`src/rtl/alu_bcd_seq_if.sv`:
```
// Request/response bundle for alu_bcd_seq: operand request with valid/ready
// handshake on one side, result plus C/Z/V/N flags with valid/ready on the other.
interface alu_bcd_seq_if #(
  parameter int WIDTH = 8
);
  logic             i_valid;
  logic             o_ready;
  logic [2:0]       i_op;
  logic             i_dec;
  logic [WIDTH-1:0] i_a;
  logic [WIDTH-1:0] i_b;
  logic             i_cin;
  logic             o_valid;
  logic             i_ready;
  logic [WIDTH-1:0] o_result;
  logic             o_c;
  logic             o_z;
  logic             o_v;
  logic             o_n;

  // Requester / result consumer side
  modport master (
    output i_valid, i_op, i_dec, i_a, i_b, i_cin, i_ready,
    input  o_ready, o_valid, o_result, o_c, o_z, o_v, o_n
  );

  // ALU side
  modport slave (
    input  i_valid, i_op, i_dec, i_a, i_b, i_cin, i_ready,
    output o_ready, o_valid, o_result, o_c, o_z, o_v, o_n
  );
endinterface

```
`src/rtl/alu_bcd_seq.sv`:
```
// Handshaked 6502-style ALU. Binary ops finish in the accept cycle; decimal
// SUM/SUB are corrected one BCD digit per cycle, least significant digit first.
// WIDTH must be a multiple of 4 and at least 4.
//
// state  | meaning
// -------+---------------------------------------------------------------
// IDLE   | no operation held, ready for a request
// DEC    | decimal op in progress, one digit corrected per cycle
// DONE   | result and flags valid, held until the consumer takes them
module alu_bcd_seq #(
  parameter int WIDTH = 8
) (
  input logic          i_clk,
  input logic          i_rst_n,
  alu_bcd_seq_if.slave bus
);

  localparam int DIGITS = WIDTH / 4;
  localparam int CW     = $clog2(DIGITS + 1);

  localparam logic [2:0] OP_SUM  = 3'd0;
  localparam logic [2:0] OP_SUB  = 3'd1;
  localparam logic [2:0] OP_AND  = 3'd2;
  localparam logic [2:0] OP_OR   = 3'd3;
  localparam logic [2:0] OP_EOR  = 3'd4;
  localparam logic [2:0] OP_SR   = 3'd5;
  localparam logic [2:0] OP_SL   = 3'd6;

  typedef enum logic [1:0] {
    S_IDLE = 2'd0,
    S_DEC  = 2'd1,
    S_DONE = 2'd2
  } state_t;

  state_t state, state_nxt;

  logic             ready_int;
  logic             accept;
  logic             req_dec;
  logic             single_digit;

  // binary datapath (operates directly on the request)
  logic [WIDTH-1:0] b_eff;
  logic [WIDTH:0]   sum_full;
  logic             arith_v;
  logic [WIDTH-1:0] bin_r;
  logic             bin_c;
  logic             bin_v;

  // decimal datapath
  logic [WIDTH-1:0] a_sh, b_sh, acc;
  logic             carry_q, dsub_q, v_q;
  logic [CW-1:0]    cnt;
  logic [3:0]       dig_a, dig_b, dig_d;
  logic             dig_cin, dig_sub, dig_c;
  logic [4:0]       sum5;
  logic [5:0]       diff6;
  logic [WIDTH-1:0] acc_nxt;

  // result commit
  logic             commit;
  logic [WIDTH-1:0] commit_r;
  logic             commit_c, commit_v;

  logic [WIDTH-1:0] result_q;
  logic             c_q, z_q, v_out_q, n_q;

  assign single_digit = (DIGITS == 1);
  assign req_dec      = bus.i_dec & ((bus.i_op == OP_SUM) | (bus.i_op == OP_SUB));
  assign ready_int    = (state == S_IDLE) | ((state == S_DONE) & bus.i_ready);
  assign accept       = bus.i_valid & ready_int;

  // Binary ALU and the signed overflow of SUM/SUB, which decimal ops also report
  always_comb begin
    b_eff    = (bus.i_op == OP_SUB) ? ~bus.i_b : bus.i_b;
    sum_full = {1'b0, bus.i_a} + {1'b0, b_eff} + {{WIDTH{1'b0}}, bus.i_cin};
    arith_v  = (bus.i_a[WIDTH-1] == b_eff[WIDTH-1]) &
               (sum_full[WIDTH-1] != bus.i_a[WIDTH-1]);
    bin_r    = bus.i_a;
    bin_c    = bus.i_cin;
    bin_v    = 1'b0;
    case (bus.i_op)
      OP_SUM, OP_SUB: begin
        bin_r = sum_full[WIDTH-1:0];
        bin_c = sum_full[WIDTH];
        bin_v = arith_v;
      end
      OP_AND: bin_r = bus.i_a & bus.i_b;
      OP_OR:  bin_r = bus.i_a | bus.i_b;
      OP_EOR: bin_r = bus.i_a ^ bus.i_b;
      OP_SR: begin
        bin_r = {bus.i_cin, bus.i_a[WIDTH-1:1]};
        bin_c = bus.i_a[0];
      end
      OP_SL: begin
        bin_r = {bus.i_a[WIDTH-2:0], bus.i_cin};
        bin_c = bus.i_a[WIDTH-1];
      end
      default: bin_r = bus.i_a;
    endcase
  end

  // One-digit BCD corrector; the first digit is taken straight from the request
  // in the accept cycle so a decimal result lands DIGITS cycles after accept
  always_comb begin
    if (state == S_DEC) begin
      dig_a   = a_sh[3:0];
      dig_b   = b_sh[3:0];
      dig_cin = carry_q;
      dig_sub = dsub_q;
    end else begin
      dig_a   = bus.i_a[3:0];
      dig_b   = bus.i_b[3:0];
      dig_cin = bus.i_cin;
      dig_sub = (bus.i_op == OP_SUB);
    end
    sum5  = {1'b0, dig_a} + {1'b0, dig_b} + {4'b0, dig_cin};
    diff6 = {2'b0, dig_a} - {2'b0, dig_b} - {5'b0, ~dig_cin};
    dig_d = sum5[3:0];
    dig_c = 1'b0;
    if (dig_sub) begin
      if (diff6[5]) begin
        dig_d = diff6[3:0] + 4'd10;
        dig_c = 1'b0;
      end else begin
        dig_d = diff6[3:0];
        dig_c = 1'b1;
      end
    end else if (sum5 > 5'd9) begin
      dig_d = sum5[3:0] + 4'd6;
      dig_c = 1'b1;
    end
    acc_nxt = (acc >> 4) | (WIDTH'(dig_d) << (WIDTH - 4));
  end

  // Next state, handshake outputs and result commit selection
  always_comb begin
    state_nxt = state;
    commit    = 1'b0;
    commit_r  = bin_r;
    commit_c  = bin_c;
    commit_v  = bin_v;
    case (state)
      S_IDLE, S_DONE: begin
        if (accept) begin
          if (!req_dec) begin
            commit    = 1'b1;
            state_nxt = S_DONE;
          end else if (single_digit) begin
            commit    = 1'b1;
            commit_r  = acc_nxt;
            commit_c  = dig_c;
            commit_v  = arith_v;
            state_nxt = S_DONE;
          end else begin
            state_nxt = S_DEC;
          end
        end else if (state == S_DONE && bus.i_ready) begin
          state_nxt = S_IDLE;
        end
      end
      S_DEC: begin
        if (cnt == CW'(1)) begin
          commit    = 1'b1;
          commit_r  = acc_nxt;
          commit_c  = dig_c;
          commit_v  = v_q;
          state_nxt = S_DONE;
        end
      end
      default: state_nxt = S_IDLE;
    endcase
  end

  // State register
  always_ff @(posedge i_clk or negedge i_rst_n) begin
    if (!i_rst_n) state <= S_IDLE;
    else          state <= state_nxt;
  end

  // Decimal working registers: operands shift right one digit per cycle,
  // corrected digits shift into the top of acc; cnt counts digits left
  always_ff @(posedge i_clk or negedge i_rst_n) begin
    if (!i_rst_n) begin
      a_sh    <= '0;
      b_sh    <= '0;
      acc     <= '0;
      carry_q <= 1'b0;
      dsub_q  <= 1'b0;
      v_q     <= 1'b0;
      cnt     <= '0;
    end else if (accept) begin
      a_sh    <= bus.i_a >> 4;
      b_sh    <= bus.i_b >> 4;
      acc     <= acc_nxt;
      carry_q <= dig_c;
      dsub_q  <= (bus.i_op == OP_SUB);
      v_q     <= arith_v;
      cnt     <= CW'(DIGITS - 1);
    end else if (state == S_DEC) begin
      a_sh    <= a_sh >> 4;
      b_sh    <= b_sh >> 4;
      acc     <= acc_nxt;
      carry_q <= dig_c;
      cnt     <= cnt - CW'(1);
    end
  end

  // Result and flags change only when a result is committed into DONE
  always_ff @(posedge i_clk or negedge i_rst_n) begin
    if (!i_rst_n) begin
      result_q <= '0;
      c_q      <= 1'b0;
      z_q      <= 1'b0;
      v_out_q  <= 1'b0;
      n_q      <= 1'b0;
    end else if (commit) begin
      result_q <= commit_r;
      c_q      <= commit_c;
      z_q      <= (commit_r == '0);
      v_out_q  <= commit_v;
      n_q      <= commit_r[WIDTH-1];
    end
  end

  // o_ready is forced low while reset is held
  assign bus.o_ready  = i_rst_n & ready_int;
  assign bus.o_valid  = (state == S_DONE);
  assign bus.o_result = result_q;
  assign bus.o_c      = c_q;
  assign bus.o_z      = z_q;
  assign bus.o_v      = v_out_q;
  assign bus.o_n      = n_q;

endmodule

```
`src/flat_wrapper.sv`:
```
// flat-port wrapper written by rule: the top's interface ports become plain ports
module alu_bcd_seq_flat 
#(
  parameter int WIDTH = 8
)
  (i_clk, i_rst_n, bus_i_valid, bus_i_op, bus_i_dec, bus_i_a, bus_i_b, bus_i_cin, bus_i_ready, bus_o_ready, bus_o_valid, bus_o_result, bus_o_c, bus_o_z, bus_o_v, bus_o_n);
  alu_bcd_seq_if #(.WIDTH(WIDTH)) bus_i ();
  input logic i_clk;
  input logic i_rst_n;
  input wire logic [$bits(bus_i.i_valid)-1:0] bus_i_valid;
  input wire logic [$bits(bus_i.i_op)-1:0] bus_i_op;
  input wire logic [$bits(bus_i.i_dec)-1:0] bus_i_dec;
  input wire logic [$bits(bus_i.i_a)-1:0] bus_i_a;
  input wire logic [$bits(bus_i.i_b)-1:0] bus_i_b;
  input wire logic [$bits(bus_i.i_cin)-1:0] bus_i_cin;
  input wire logic [$bits(bus_i.i_ready)-1:0] bus_i_ready;
  output wire logic [$bits(bus_i.o_ready)-1:0] bus_o_ready;
  output wire logic [$bits(bus_i.o_valid)-1:0] bus_o_valid;
  output wire logic [$bits(bus_i.o_result)-1:0] bus_o_result;
  output wire logic [$bits(bus_i.o_c)-1:0] bus_o_c;
  output wire logic [$bits(bus_i.o_z)-1:0] bus_o_z;
  output wire logic [$bits(bus_i.o_v)-1:0] bus_o_v;
  output wire logic [$bits(bus_i.o_n)-1:0] bus_o_n;
  assign bus_i.i_valid = bus_i_valid;
  assign bus_i.i_op = bus_i_op;
  assign bus_i.i_dec = bus_i_dec;
  assign bus_i.i_a = bus_i_a;
  assign bus_i.i_b = bus_i_b;
  assign bus_i.i_cin = bus_i_cin;
  assign bus_i.i_ready = bus_i_ready;
  assign bus_o_ready = bus_i.o_ready;
  assign bus_o_valid = bus_i.o_valid;
  assign bus_o_result = bus_i.o_result;
  assign bus_o_c = bus_i.o_c;
  assign bus_o_z = bus_i.o_z;
  assign bus_o_v = bus_i.o_v;
  assign bus_o_n = bus_i.o_n;
  alu_bcd_seq #(.WIDTH(WIDTH)) u_core (.i_clk(i_clk), .i_rst_n(i_rst_n), .bus(bus_i));
endmodule
```
`config.mk`:
```
export PLATFORM = sky130hd
export DESIGN_NAME = alu_bcd_seq_flat
export DESIGN_NICKNAME = d
export VERILOG_FILES = /design/src/rtl/alu_bcd_seq_if.sv /design/src/rtl/alu_bcd_seq.sv /design/src/flat_wrapper.sv
export SDC_FILE = /design/constraint.sdc
export NUM_CORES = 1
export LEC_CHECK = 0
export CAP_MARGIN = 20
export CORE_UTILIZATION = 31
export DETAILED_ROUTE_END_ITERATION = 7
export GPL_TIMING_DRIVEN = 0
export HOLD_SLACK_MARGIN = 0.12
export PLACE_DENSITY = 0.61
export SYNTH_ARGS = -nofsm -noshare
export SYNTH_HDL_FRONTEND = slang
export SYNTH_SLANG_ARGS = --single-unit
```
`constraint.sdc`:
```
create_clock -name i_clk -period 7.57 [get_ports i_clk]
set_input_delay 1.1355 -clock i_clk [delete_from_list [all_inputs] [get_ports i_clk]]
set_output_delay 1.1355 -clock i_clk [all_outputs]
set_load 0.01 [all_outputs]
```
==> results of run 1 <==
-- layout make-up --
type	instances	area, sq um	area share
buffer	20	96.34	0.02468
clock buffer	6	82.58	0.02115
clock inverter	2	12.51	0.003205
inverter	35	131.4	0.03365
multi-input combinational	317	2272	0.5821
sequential	30	750.7	0.1923
tap	136	170.2	0.04359
timing repair buffer	37	387.9	0.09936
-- metrics by stage --
step / total power [W] / instances / utilization / instance area [sq um]
2_1_floorplan: 0.0004163 / 402 / - / 3251
3_3_place_gp: 0.0005162 / 574 / 0.3696 / 3781
3_5_place_dp: 0.0005284 / 575 / 0.3723 / 3809
4_1_cts: 0.0006659 / 583 / 0.3816 / 3904
5_1_grt: 0.0007144 / 583 / 0.3816 / 3904
6_report: 0.0006625 / 583 / 0.3816 / 3904
-- cells in the final DEF, fill, tap and decap left out, drive strengths merged, types with 6 or more instances in the layout --
cell type      instances
nor2                  33
o21ai                 35
nand3                 13
ha                    36
a21oi                 29
clkdlybuf4s50         36
xnor2                 19
nor2b                  6
buf                   12
nor3                   8
nand2b                 9
clkbuf                15
inv                   35
nand2                 42
dfrtp                 30
-- power groups by stage --
| stage | sequential, W | combinational (W) | clock [W] |
|---|---|---|---|
| 6_report | 0.000211 | 0.000316 | 0.000135 |
| 5_1_grt | 0.000216 | 0.000351 | 0.000147 |
| 4_1_cts | 0.000212 | 0.000316 | 0.000138 |
| 3_5_place_dp | 0.000214 | 0.000315 | 0 |
| 3_3_place_gp | 0.000213 | 0.000303 | 0 |
| 2_1_floorplan | 0.000216 | 0.000200 | 0 |
-- final timing paths --
check                                        from                endpoint  slack (ps)  cells after the start
min reg2reg                u_core.bus.o_result[3]  u_core.bus.o_result[3]         480                      2
max                                   bus_i_op[0]          u_core.bus.o_z        3040                     14
min                        u_core.bus.o_result[3]  u_core.bus.o_result[3]         480                      2
max reg2reg                       u_core.state[1]          u_core.bus.o_z        3460                     16
max in group asynchronous                 i_rst_n           u_core.dsub_q        5710                      2
min in group asynchronous                 i_rst_n  u_core.bus.o_result[5]        1310                      1
-- per-layer routing --
metal  wire length [um]  up-vias
met5                  0        -
met2               4176       93
met3                427       13
li1                   -     1488
met1               4267     1438
met4                148        0
-- cell usage after synthesis (all sizes together) (5+ instances only) --
library cell | count | area [sq um]
buf | 11 | 62.56
nand3 | 13 | 65.06
inv | 35 | 131.4
nand2b | 9 | 63.81
a21oi | 29 | 148.9
a22oi | 5 | 37.54
nor2b | 6 | 37.54
fa | 5 | 100.1
xnor2 | 19 | 166.4
ha | 36 | 450.4
clkbuf | 9 | 33.78
and2 | 5 | 31.28
nor3 | 8 | 51.30
nand2 | 42 | 157.7
o21ai | 35 | 175.2
a211oi | 5 | 42.54
nor2 | 33 | 128.9
dfrtp | 30 | 750.7
-- worst register-to-register path, stage by stage, from the launching register on --
cell,delay [ps]
dfrtp_1,400
nor2b_1,110
clkbuf_1,280
clkbuf_1,360
nor2_1,80
a21oi_1,300
inv_1,140
fa_1,540
ha_1,240
xnor2_1,150
ha_1,230
nand2b_1,150
o2bb2a_4,200
a31oi_1,370
nand2_1,100
o21a_1,130
a32o_1,220
-- kinds of logic (layout without fill, tap and decap cells) --
family                   Yosys count  in the layout  synth area share
XOR/XNOR                          23             23           0.06621
multiplexers                       9              9           0.03695
AND/OR/NAND/NOR                  128            128            0.1928
flip-flops                        30             30            0.2309
adder cells (fa/ha/maj)           41             41            0.1694
AO/OA/AOI/OAI                    116            116            0.2336
buffers and inverters             55            100           0.07005
-- state kept, by name, summed over array words and instances, names as in the netlist, 2 cells and up --
| register | count |
|---|---|
| u_core.a_sh | 4 |
| u_core.acc | 4 |
| u_core.bus.o_result | 7 |
| u_core.state | 2 |
| u_core.b_sh | 4 |
| u_core.cnt | 2 |
==> report_table.html, run 1 <==
<table>
<tr><th>Metric</th><th>Value</th></tr>
<tr><th colspan="2">Layout</th></tr>
<tr><td>Share of final-layout standard cells stronger than drive strength 1</td><td>0.07830</td></tr>
<tr><td>Nets</td><td>512</td></tr>
<tr><td>Fill count</td><td>roughly 1.0k</td></tr>
<tr><td>Antenna Cells</td><td>0</td></tr>
<tr><td>Area Overhead vs Synth</td><td>20.09%</td></tr>
<tr><th colspan="2">Global route</th></tr>
<tr><td>Global-route wire length before repair</td><td>15,220 um</td></tr>
<tr><td>Number of global-route vias before repair</td><td>3,059</td></tr>
<tr><td>Maximum number of pins on one net before global-route repair</td><td>18</td></tr>
<tr><td>Total track usage</td><td>0.1732</td></tr>
<tr><td>Most used routing layer in global routing</td><td>met2</td></tr>
<tr><td>Global-route track usage on met3</td><td>0.02506</td></tr>
<tr><td>Routing usage on met1</td><td>0.2344</td></tr>
<tr><td>Met2 routing resource usage after global routing</td><td>0.2881</td></tr>
<tr><td>Initial antenna violation count</td><td>0</td></tr>
<tr><td>GR Overflow Total</td><td>0</td></tr>
<tr><th colspan="2">Pwr</th></tr>
<tr><td>Clock group share of total power</td><td>0.204</td></tr>
<tr><td>Leakage power total</td><td>around 1.7 nW</td></tr>
<tr><td>Power Density</td><td>169.7 mW/mm^2</td></tr>
<tr><td>Net switching power</td><td>0.0002491 W</td></tr>
<tr><td>Internal power</td><td>0.0004134 W</td></tr>
<tr><td>Switching fraction of total power</td><td>0.3759</td></tr>
<tr><td>Comb pwr share</td><td>0.477</td></tr>
<tr><td>Peak supply drop</td><td>0.07165 mV</td></tr>
<tr><td>Sequential share of power</td><td>0.319</td></tr>
<tr><th colspan="2">Setup path</th></tr>
<tr><td>Kind of capture point of the worst setup path</td><td>flip-flop</td></tr>
<tr><td>Startpoint-to-endpoint class of the critical path</td><td>in2reg</td></tr>
<tr><td>Data required time of the worst path</td><td>7740 ps</td></tr>
<tr><td>Crit path largest cell delay</td><td>~520 ps</td></tr>
<tr><td>Cells along the critical path</td><td>clkdlybuf4s50_1 &gt; buf_2 &gt; and2_1 &gt; buf_2 &gt; xnor2_1 &gt; fa_1 &gt; nand2b_4 &gt; a21oi_2 &gt; xnor2_1 &gt; mux4_2 &gt; a211o_1 &gt; and4_1 &gt; o211a_1 &gt; a32o_1</td></tr>
<tr><td>Crit path max fanout</td><td>10</td></tr>
<tr><td>Cell family with the largest share of critical-path delay</td><td>buffers and inverters</td></tr>
<tr><td>Type of origin of the critical path</td><td>input port</td></tr>
<tr><td>Crit-path slowest cell</td><td>clkdlybuf4s50_1</td></tr>
<tr><td>Data arrival, critical path</td><td>4700 ps</td></tr>
<tr><td>Buffer and inverter count on the worst path</td><td>3</td></tr>
<tr><th colspan="2">Placement</th></tr>
<tr><td>Worst Setup Slack post-DPL</td><td>2754 ps</td></tr>
<tr><td>Number of buffer cells added on primary ports</td><td>36</td></tr>
<tr><td>RePlAce Congestion</td><td>0.8499</td></tr>
<tr><td>Total half-perimeter wirelength after legalization and detailed placement</td><td>roughly 7300 um</td></tr>
<tr><th colspan="2">Flow run</th></tr>
<tr><td>Total of max-cap violations</td><td>0</td></tr>
<tr><th colspan="2">STA</th></tr>
<tr><td>Final setup violation count</td><td>0</td></tr>
<tr><td>Maximum clock skew at final layout</td><td>5.863 ps</td></tr>
<tr><td>Worst slew margin relative to its limit</td><td>0.4829</td></tr>
<tr><td>Worst hold margin</td><td>485.0 ps</td></tr>
<tr><td>Time the final worst path needs with I/O delays and setup</td><td>4529 ps</td></tr>
<tr><td>Final total negative setup slack</td><td>0 ps</td></tr>
<tr><td>Number of hold violations in the final report</td><td>0</td></tr>
<tr><td>Final critical-path share of the clock period</td><td>0.5983</td></tr>
<tr><td>Slew Limit Fails</td><td>0</td></tr>
<tr><td>Setup repair after global routing missed its margin</td><td>no</td></tr>
<tr><td>Max Fclk</td><td>about 220 MHz</td></tr>
<tr><td>Slew at the pin closest to its max-slew limit</td><td>773.2 ps</td></tr>
<tr><td>Worst Setup Slack, final</td><td>3041 ps</td></tr>
<tr><th colspan="2">Floorplanning</th></tr>
<tr><td>Num ports</td><td>39</td></tr>
<tr><td>Initial Utilization</td><td>0.3177</td></tr>
<tr><td>Height of the die</td><td>104.4 um</td></tr>
<tr><td>Number of standard-cell rows in the floorplan</td><td>37</td></tr>
<tr><td>Die span in x</td><td>104.4 um</td></tr>
<tr><td>Placeable Area</td><td>0.01023 sq mm</td></tr>
<tr><td>Die outline area</td><td>0.01090 sq mm</td></tr>
<tr><th colspan="2">Clocking</th></tr>
<tr><td>Count of H-tree levels built during CTS</td><td>2</td></tr>
<tr><td>Post-CTS Repair Setup Buffers</td><td>0</td></tr>
<tr><td>Number of buffers on the longest clock path</td><td>2</td></tr>
<tr><td>CTS buffer count</td><td>5</td></tr>
<tr><td>Sinks on the clock net</td><td>30</td></tr>
<tr><td>Clock tree from TritonCTS</td><td>done</td></tr>
<tr><td>Hold Buf Count CTS</td><td>0</td></tr>
<tr><td>Clock-pin slew reported for the worst setup and hold paths after clock tree synthesis</td><td>70 ps</td></tr>
<tr><td>Worst-Skew Late Latency</td><td>280 ps</td></tr>
<tr><td>Cell chosen for the clock root</td><td>clkbuf_8</td></tr>
<tr><td>Resize count post-CTS</td><td>0</td></tr>
<tr><th colspan="2">Logic synthesis</th></tr>
<tr><td>Yosys warnings</td><td>0</td></tr>
<tr><td>Synthesized area</td><td>roughly 0.0033 sq mm</td></tr>
<tr><td>Number of enable flip-flop cells after synthesis</td><td>0</td></tr>
<tr><td>Net count after synthesis</td><td>468</td></tr>
<tr><td>Share of flip-flops with an asynchronous set or reset</td><td>1.000</td></tr>
<tr><td>Seq cells post-synth</td><td>30</td></tr>
<tr><td>Synth Flop Type</td><td>dfrtp_1</td></tr>
<tr><td>Mapped Cells</td><td>402</td></tr>
<tr><td>Mean cell area of the mapped netlist</td><td>slightly above 8 sq um</td></tr>
<tr><td>Unique cell type count in the Yosys netlist</td><td>64</td></tr>
<tr><td>Sequential fraction of the synthesis area</td><td>0.2309</td></tr>
<tr><th colspan="2">Detailed routing</th></tr>
<tr><td>Number of detailed-route iterations in the first pass</td><td>5</td></tr>
<tr><td>Total Wirelength</td><td>9020 um</td></tr>
<tr><td>Drt via density</td><td>5.201</td></tr>
<tr><td>Post-route ant nets</td><td>0</td></tr>
<tr><td>Average routed wire per standard cell</td><td>15.47 um</td></tr>
<tr><td>Number of design rule violations left after detail routing</td><td>0</td></tr>
<tr><td>Initial DRC count</td><td>201</td></tr>
<tr><td>Via count of the routed design</td><td>3,032</td></tr>
<tr><th colspan="2">Min path</th></tr>
<tr><td>HP Class</td><td>reg2reg</td></tr>
<tr><th colspan="2">Run status</th></tr>
<tr><td>Run status</td><td>complete, no violations</td></tr>
</table>
(Power assumes the default switching activity.)
==> run 2, diff against run 1 <==
Clock period 7.57 ns to 4.7 ns, I/O delays scaled along.
==> results of run 2 <==
The final DEF is identical to that of run 1. Status: complete, no violations.
Among the figures that moved: setup slack after placement 2754 ps -> 315.0 ps; setup slack after layout 3041 ps -> 594.5 ps; start point of the critical path bus_i_op[0] -> u_core.state[1]; register-to-register setup slack 3460 ps -> 590 ps; total power 0.0006625 W -> 0.001067 W; worst IR drop on VDD 0.07165 mV -> 0.1154 mV
==> run 3, diff against run 2 <==
Settings changed: CTS_CLUSTER_SIZE set to 20.
==> results of run 3 <==
The final DEF is identical to that of run 1. Status: complete, no violations.
Among the figures that moved: setup slack after placement 2754 ps -> 315.0 ps; setup slack after layout 3041 ps -> 594.5 ps; start point of the critical path bus_i_op[0] -> u_core.state[1]; register-to-register setup slack 3460 ps -> 590 ps; total power 0.0006625 W -> 0.001067 W; worst IR drop on VDD 0.07165 mV -> 0.1154 mV
